$ cat src/rtl/vector_result_packer.sv
// Packs the vector adder's 8-bit element stream into byte-masked SRAM words.
// Words pass through a one-entry staging register into a small FIFO, then go out on a valid/ready write port.
module vector_result_packer #(
  parameter int DATA_BIT   = 8,
  parameter int PACK_NUM   = 8,
  parameter int ADDR_WIDTH = 13,
  parameter int FIFO_DEPTH = 4
) (
  input  logic                                     clk,
  input  logic                                     rst_n,
  input  logic [DATA_BIT-1:0]                      in_data,
  input  logic                                     in_data_vld,
  input  logic [ADDR_WIDTH-1:0]                    in_data_addr,
  input  logic                                     in_finish,
  output logic [DATA_BIT*PACK_NUM-1:0]             wr_data,
  output logic [PACK_NUM-1:0]                      wr_byte_en,
  output logic [ADDR_WIDTH-$clog2(PACK_NUM)-1:0]   wr_addr,
  output logic                                     wr_vld,
  input  logic                                     wr_rdy,
  output logic                                     out_finish,
  output logic                                     overflow,
  output logic                                     busy
);
  localparam int LANE_W  = $clog2(PACK_NUM);
  localparam int WORD_W  = DATA_BIT * PACK_NUM;
  localparam int WADDR_W = ADDR_WIDTH - LANE_W;
  localparam int PTR_W   = $clog2(FIFO_DEPTH);

  typedef enum logic [1:0] {IDLE, FLUSH, DONE} state_t;
  state_t state;

  logic               open;
  logic [WADDR_W-1:0] pk_addr;
  logic [WORD_W-1:0]  pk_data;
  logic [PACK_NUM-1:0] pk_mask;

  logic               stg_vld;
  logic [WADDR_W-1:0] stg_addr;
  logic [WORD_W-1:0]  stg_data;
  logic [PACK_NUM-1:0] stg_mask;

  logic [WADDR_W-1:0]  mem_addr [FIFO_DEPTH];
  logic [WORD_W-1:0]   mem_data [FIFO_DEPTH];
  logic [PACK_NUM-1:0] mem_mask [FIFO_DEPTH];
  logic [PTR_W:0]      wr_ptr, rd_ptr;

  logic finish_q;
  logic empty, full, pop, accept;

  logic [WADDR_W-1:0]  in_word;
  logic [LANE_W-1:0]   in_lane;
  logic                open_nxt, push;
  logic [WADDR_W-1:0]  pk_addr_nxt, push_addr;
  logic [WORD_W-1:0]   data_nxt, push_data, base_data, ins_data;
  logic [PACK_NUM-1:0] mask_nxt, push_mask, base_mask, ins_mask;

  assign in_word = in_data_addr[ADDR_WIDTH-1:LANE_W];
  assign in_lane = in_data_addr[LANE_W-1:0];

  assign empty  = (wr_ptr == rd_ptr);
  assign full   = (wr_ptr[PTR_W] != rd_ptr[PTR_W]) &&
                  (wr_ptr[PTR_W-1:0] == rd_ptr[PTR_W-1:0]);
  assign pop    = wr_vld && wr_rdy;
  assign accept = stg_vld && (!full || pop);

  assign wr_vld     = !empty;
  assign wr_addr    = mem_addr[rd_ptr[PTR_W-1:0]];
  assign wr_data    = mem_data[rd_ptr[PTR_W-1:0]];
  assign wr_byte_en = mem_mask[rd_ptr[PTR_W-1:0]];
  assign busy       = open || stg_vld || !empty || (state != IDLE);

  always_comb begin
    open_nxt    = open;
    pk_addr_nxt = pk_addr;
    data_nxt    = pk_data;
    mask_nxt    = pk_mask;
    push        = 1'b0;
    push_addr   = pk_addr;
    push_data   = pk_data;
    push_mask   = pk_mask;
    base_data   = pk_data;
    base_mask   = pk_mask;
    ins_data    = pk_data;
    ins_mask    = pk_mask;
    if (in_data_vld) begin
      if (!open || in_word != pk_addr) begin
        base_data = '0;
        base_mask = '0;
      end
      if (open && in_word != pk_addr) push = 1'b1;
      ins_data = base_data;
      for (int k = 0; k < PACK_NUM; k++)
        if (LANE_W'(k) == in_lane) ins_data[k*DATA_BIT +: DATA_BIT] = in_data;
      ins_mask    = base_mask | (PACK_NUM'(1) << in_lane);
      pk_addr_nxt = in_word;
      data_nxt    = ins_data;
      mask_nxt    = ins_mask;
      open_nxt    = 1'b1;
      if (&ins_mask && !push) begin
        push      = 1'b1;
        push_addr = in_word;
        push_data = ins_data;
        push_mask = ins_mask;
        open_nxt  = 1'b0;
      end
    end else if (state == FLUSH && open && !stg_vld && !full) begin
      // Flush only when the staged word is guaranteed a FIFO slot, so it never drops.
      push     = 1'b1;
      open_nxt = 1'b0;
    end
  end

  always_ff @(posedge clk or negedge rst_n) begin
    if (!rst_n) begin
      open     <= 1'b0;
      pk_addr  <= '0;
      pk_data  <= '0;
      pk_mask  <= '0;
      stg_vld  <= 1'b0;
      stg_addr <= '0;
      stg_data <= '0;
      stg_mask <= '0;
      wr_ptr   <= '0;
      rd_ptr   <= '0;
      overflow <= 1'b0;
      for (int i = 0; i < FIFO_DEPTH; i++) begin
        mem_addr[i] <= '0;
        mem_data[i] <= '0;
        mem_mask[i] <= '0;
      end
    end else begin
      open     <= open_nxt;
      pk_addr  <= pk_addr_nxt;
      pk_data  <= data_nxt;
      pk_mask  <= mask_nxt;
      stg_vld  <= push;
      stg_addr <= push_addr;
      stg_data <= push_data;
      stg_mask <= push_mask;
      if (accept) begin
        mem_addr[wr_ptr[PTR_W-1:0]] <= stg_addr;
        mem_data[wr_ptr[PTR_W-1:0]] <= stg_data;
        mem_mask[wr_ptr[PTR_W-1:0]] <= stg_mask;
        wr_ptr <= wr_ptr + 1'b1;
      end else if (stg_vld) begin
        overflow <= 1'b1;
      end
      if (pop) rd_ptr <= rd_ptr + 1'b1;
    end
  end

  always_ff @(posedge clk or negedge rst_n) begin
    if (!rst_n) begin
      state      <= IDLE;
      finish_q   <= 1'b0;
      out_finish <= 1'b0;
    end else begin
      finish_q   <= in_finish;
      out_finish <= 1'b0;
      case (state)
        IDLE:
          if (in_finish && !finish_q) state <= FLUSH;
        FLUSH:
          if (!open && !stg_vld && empty && !in_data_vld) begin
            state      <= DONE;
            out_finish <= 1'b1;
          end
        default:
          state <= IDLE;
      endcase
    end
  end

endmodule

$ cat config.mk
export PLATFORM = sky130hd
export DESIGN_NAME = vector_result_packer
export DESIGN_NICKNAME = d
export VERILOG_FILES = /design/src/rtl/vector_result_packer.sv
export SDC_FILE = /design/constraint.sdc
export NUM_CORES = 1
export LEC_CHECK = 0
export BUFFER_PORTS_ARGS = -buffer_cell sky130_fd_sc_hd__buf_2
export CAP_MARGIN = 25
export CORE_UTILIZATION = 24
export DETAILED_ROUTE_END_ITERATION = 10
export GPL_TIMING_DRIVEN = 0
export PLACE_DENSITY = 0.42
export SLEW_MARGIN = 10
export SYNTH_ARGS = -nofsm -noshare
export SYNTH_HDL_FRONTEND = slang
export SYNTH_SLANG_ARGS = --single-unit
$ cat constraint.sdc
create_clock -name clk -period 2.5 [get_ports clk]
set_input_delay 0.125 -clock clk [delete_from_list [all_inputs] [get_ports clk]]
set_output_delay 0.125 -clock clk [all_outputs]
set_load 0.05 [all_outputs]
# Word-level counts from Yosys, hierarchy flattened
# Index checks and enable logic that the tools add are counted.
# totals
register_bits,505
inputBits,26
wordCells,130
# op_classes
n_reduce_logical,32
bitwise,4
order_cmp,3
n_addsub,2
n_shift,1
n_mux,48
n_eq_ne,14
# op_table
operator,count
$mux 64,6
$bwmux 256,1
$bmux 64 s2,1
$demux 64 s2,1
$mux 8,15
$mux 10,5
$bwmux 40,1
$bwmux 32,1
$bmux 10 s2,1
$demux 10 s2,1
$bmux 8 s2,1
$demux 8 s2,1
$logic_and 1x1->1,13
$eq 3x3->1 const A,4
$mux 1,10
$ne 10x10->1,1
$or 8x8->8,1
$reduce_and 8->1,1
$shl 1x3->8 const A,1
$logic_not 1->1,7
$add 3x1->3 const B,2
$eq 2x3->1 const A,2
$ge 3x3->1 const B,2
$not 2->3,2
other kinds (16),23

# Depth between registers and ports, before layout
# depth
ltp_word,9
depth_mapped,8
depth_no_buf,5

# Least setup slack after synthesis
# Ideal clock, no wire load.
# synth_timing
kind,register -> register
startpoint,register wr_ptr[0]
endpoint,register state[0]
setup_ns,0.121
n_path_buf,0
arrival_ns,1.880
setup_slack_ns,0.499
stages_incl_launch_ff,6
cell_sequence,dfrtp_1 xnor2_1 nand3_1 or4_1 a21oi_1 nor2_1
# synth_via
elab_chain_cells,5
# synth_rtl
element,line_no,source
from (decl),45,"logic [PTR_W:0] wr_ptr, rd_ptr;"
from (signal assigned),144,wr_ptr <= wr_ptr + 1'b1;
$eq 3x3->1,60,assign empty = (wr_ptr == rd_ptr);
$logic_and 1x1->1 (2 in series),164,if (!open && !stg_vld && empty && !in_data_vld) begin
$ne 2x1->1 (no source line),-,
$reduce_and 2->1 (no source line),-,
to (signal assigned),162,if (in_finish && !finish_q) state <= FLUSH;
to (signal assigned),165,state <= DONE;
to (signal assigned),169,state <= IDLE;
to (decl),30,state_t state;
# No other way between the ends.
# A chain may end at the register's enable or synchronous reset.

# Worst setup path after layout
# layout_timing
startpoint,register rd_ptr[1]
endpoint,output port wr_data[43]
# layout_via
elab_chain_cells,4
# layout_rtl
element,line_no,source
from (decl),45,
from (signal assigned),148,if (pop) rd_ptr <= rd_ptr + 1'b1;
$not 2->3 (not written as such),68,assign wr_data = mem_data[rd_ptr[PTR_W-1:0]];
$bmux 64 s2,68,
$mux 64 (not written as such) (2 in series),68,
to (decl),15,"output logic [DATA_BIT*PACK_NUM-1:0] wr_data,"
# No other way between the ends. The select of a mux whose other input is x is not followed.

==> qor.csv <==
stage,metric,value,unit
run_status,status,"complete, no violations",
synth,"Warnings, synthesis",0,
pwr,sequential share of power,0.361,
final_layout,final core utilization,0.297,
timing,Final setup viols,0,
synth,"area leader, netlist",dfrtp_1,
timing,Worst Clk Skew,24.6,ps
synth,"Seq/Total Area, Yosys",0.590,
timing,Final Cycle Share,0.965,
placement,HPWL after DPL,37000,um
placement,Placer Congestion,0.704,
clock_tree,root buf cell,clkbuf_16,
pwr,total power,0.0325,W
routing,vias per inst,4.31,
timing,FMAX,415,MHz
grt,largest net degree at the start of global routing,114,
routing,DR DRC count,0,
clock_tree,CTS tree,built,
clock_tree,Num CTS Buffers,55,
routing,WL met2,27100,um
setup_path,most numerous cell on the critical path,clkbuf_4,
final_layout,"commonest non-fill, non-tap cell in the layout",dfrtp_1,
pwr,Comb pwr share,0.370,
routing,initial DRC count,383,
final_layout,post-route insts no fill,2693,
grt,initial antenna violation count,4,
grt,grt total ovfl,0,
floorplanning,die area,90500,sq um
floorplanning,Die Y,301,um
floorplanning,Top Ports,112,
setup_path,Required @ worst endpoint,2380,ps
setup_path,critical path class,flip-flop to output port,
final_layout,ant diodes,0,
synth,area of the mapped netlist,21400,sq um
setup_path,Crit path largest cell delay,410,ps
placement,pre-CTS setup slack,-372,ps
timing,min cycle time layout,2410,ps
grt,global-route wire length before repair,84700,um
setup_path,Crit. End Element,output port,
pwr,clock power share,0.270,
clock_tree,clk slew on worst S/H paths,60,ps
timing,Rel. slew slack,0.486,
synth,#FFs+latches synth,505,
clock_tree,clk buf depth,3,
placement,Placed Cells,2562,
pwr,internal power,0.0211,W
timing,Worst-Margin Slew,772,ps
synth,syn nets,1309,
routing,1st-pass router iterations,4,
routing,top sig layer,met5,
synth,Synth top area share,0.590,
grt,via count of the first global-routing pass,13000,
synth,"Avg Cell Area, Syn",16.8,sq um
floorplanning,effective utilization at floorplan,0.243,
setup_path,worst path cell trace,"clkbuf_4, buf_8, clkbuf_4, mux4_2, buf_2",
synth,Yosys cell types,46,
routing,Vias,11600,
pwr,worst ir drop on vdd,0.567,mV
hold_path,Hold Path Class,input port to flip-flop,
grt,total track usage,0.124,
routing,WL/cell,20.4,um
pwr,net load switching power,0.0114,W
pwr,sw frac,0.351,
setup_path,slowest CP cell,dfrtp_1,
final_layout,"commonest cells after routing, fill and taps aside","dfrtp_1 (505), mux2_2 (339), buf_2 (103)",
timing,RSZ-0062 raised after global routing,false,
synth,Synth Instances,1278,
setup_path,CP max FO,10,
final_layout,share of cells above drive strength 1,0.527,
pwr,P_leak,12.7,nW
floorplanning,Core Box Area,88400,sq um
routing,metal3 WL,1910,um
timing,Setup TNS,0,ps
timing,Final Hold Viols,0,
final_layout,synthesis-to-finish area growth,22.4,%
timing,Slew Limit Fails,0,
pwr,pwr/cell area,1240,nW/um^2
floorplanning,die width,301,um
synth,Synth area leaders,"dfrtp_1 (59%), mux2_2 (18%), mux4_2 (8.6%), mux2_4 (4.5%), a22o_1 (2.6%)",
setup_path,CP Launch Type,flip-flop,
flow_run,Max-Cap Viols,0,
floorplanning,row count,109,
clock_tree,CTS Sinks,505,
final_layout,nets,1513,
routing,ANT nets after route,0,
placement,I/O Buffers,111,
routing,final WL,54900,um
timing,fin worst setup slack,87.7,ps
clock_tree,clk_lat worst skew,610,ps
routing,WL met1,24800,um
setup_path,Worst Path Arrival,2290,ps
clock_tree,H-tree depth,2,
==> timing repair <==
action / CTS / global route
setup endpoints to repair: 449 / 331
hold buffers: 23 / 0
gates resized for setup: 82 / 27
pin swaps: 1 / 2
hold endpoints to repair: 336 / 0
setup buffers: 2 / 3
==> path summary, 6_finish.rpt <==
| path | startpoint | to | slack, ps | depth (start not counted) |
|---|---|---|---|---|
| min in group asynchronous | rst_n | mem_data[77]$_DFFE_PN0P_ | 500 | 3 |
| min | in_data[3] | stg_data[35]$_DFF_PN0_ | 70 | 2 |
| max reg2reg | pk_addr[4]$_DFFE_PN0P_ | pk_data[6]$_DFFE_PN0P_ | 210 | 6 |
| max | rd_ptr[1]$_DFFE_PN0P_ | wr_data[43] | 90 | 5 |
| max in group asynchronous | rst_n | mem_mask[29]$_DFFE_PN0P_ | 610 | 6 |
| min reg2reg | overflow$_DFFE_PN0P_ | overflow$_DFFE_PN0P_ | 460 | 1 |
==> synth_stat cells, drive strengths merged <==
cell and instances:
dfrtp 505, xnor2 17, mux4 82, dlygate4sd1 8, a21oi 2, a22o 64, or4 2, and2 8
nor2 13, nand2 15, mux2 403, inv 4, and4 1, o21ai 13, ha 5, buf 58
nor3 3, clkbuf 21, a21o 9, o22ai 1, a22oi 2, nand3 10, and3b 3, nand4 10
a21boi 1, nor4b 1, o21a 1, nand3b 1, nor3b 6, and3 1, or2 8
==> critical path: cells and delay by family, from the launching register on <==
kind                   cells  cell delay [ps]
muxes                      1              360
buffers and inverters      4              910
DFF                        1              410
==> power groups by stage <==
stage          clock, W  sequential, W  combinational, W
5_1_grt         0.00943         0.0120            0.0128
2_1_floorplan         0         0.0114           0.00878
3_5_place_dp          0         0.0119            0.0118
3_3_place_gp          0         0.0117            0.0116
6_report        0.00875         0.0117            0.0120
4_1_cts         0.00909         0.0117            0.0122
==> per-layer routing <==
metal,vias to the layer above,track usage
met4,8,0.0324
met5,-,0
met2,150,0.208
met1,6219,0.165
li1,5146,-
met3,85,0.0223
==> sequential cells by signal, indices dropped and copies added (netlist names) <==
name,flops
state,2
pk_mask,8
wr_ptr,3
rd_ptr,3
out_finish,1
mem_data,256
overflow,1
stg_mask,8
pk_data,64
finish_q,1
pk_addr,10
open,1
mem_mask,32
stg_vld,1
stg_data,64
stg_addr,10
mem_addr,40
==> logic make-up (layout without fill, tap and decap cells) <==
logic type               after synthesis  count (layout)  synth area share
adder cells (fa/ha/maj)                5               5           0.00292
buffers and inverters                 91             341            0.0219
AND/OR/NAND/NOR                       82              82            0.0292
flip-flops                           505             505             0.590
AO/OA/AOI/OAI                         93              93            0.0403
multiplexers                         485             485             0.309
XOR/XNOR                              17              17           0.00695
==> per-stage QoR <==
stage                     instance area, sq um  hold WS, ps
after detailed placement                 23700         50.4
after CTS                                26100         33.3
after floorplan                          21400         -171
final                                    26200         69.3
after global routing                     26200         46.9
after global placement                   23400          251
==> cell type report <==
| cell class | count | area [sq um] |
|---|---|---|
| Buffer | 86 | 637 |
| Clock buffer | 78 | 1620 |
| Clock inverter | 25 | 350 |
| Fill cell | 8895 | 62100 |
| Inverter | 4 | 15.0 |
| Multi-Input combinational cell | 682 | 8350 |
| Sequential cell | 505 | 12600 |
| Tap cell | 1165 | 1460 |
| Timing Repair Buffer | 148 | 1160 |
No activity file was read; power rests on OpenSTA's default activity.
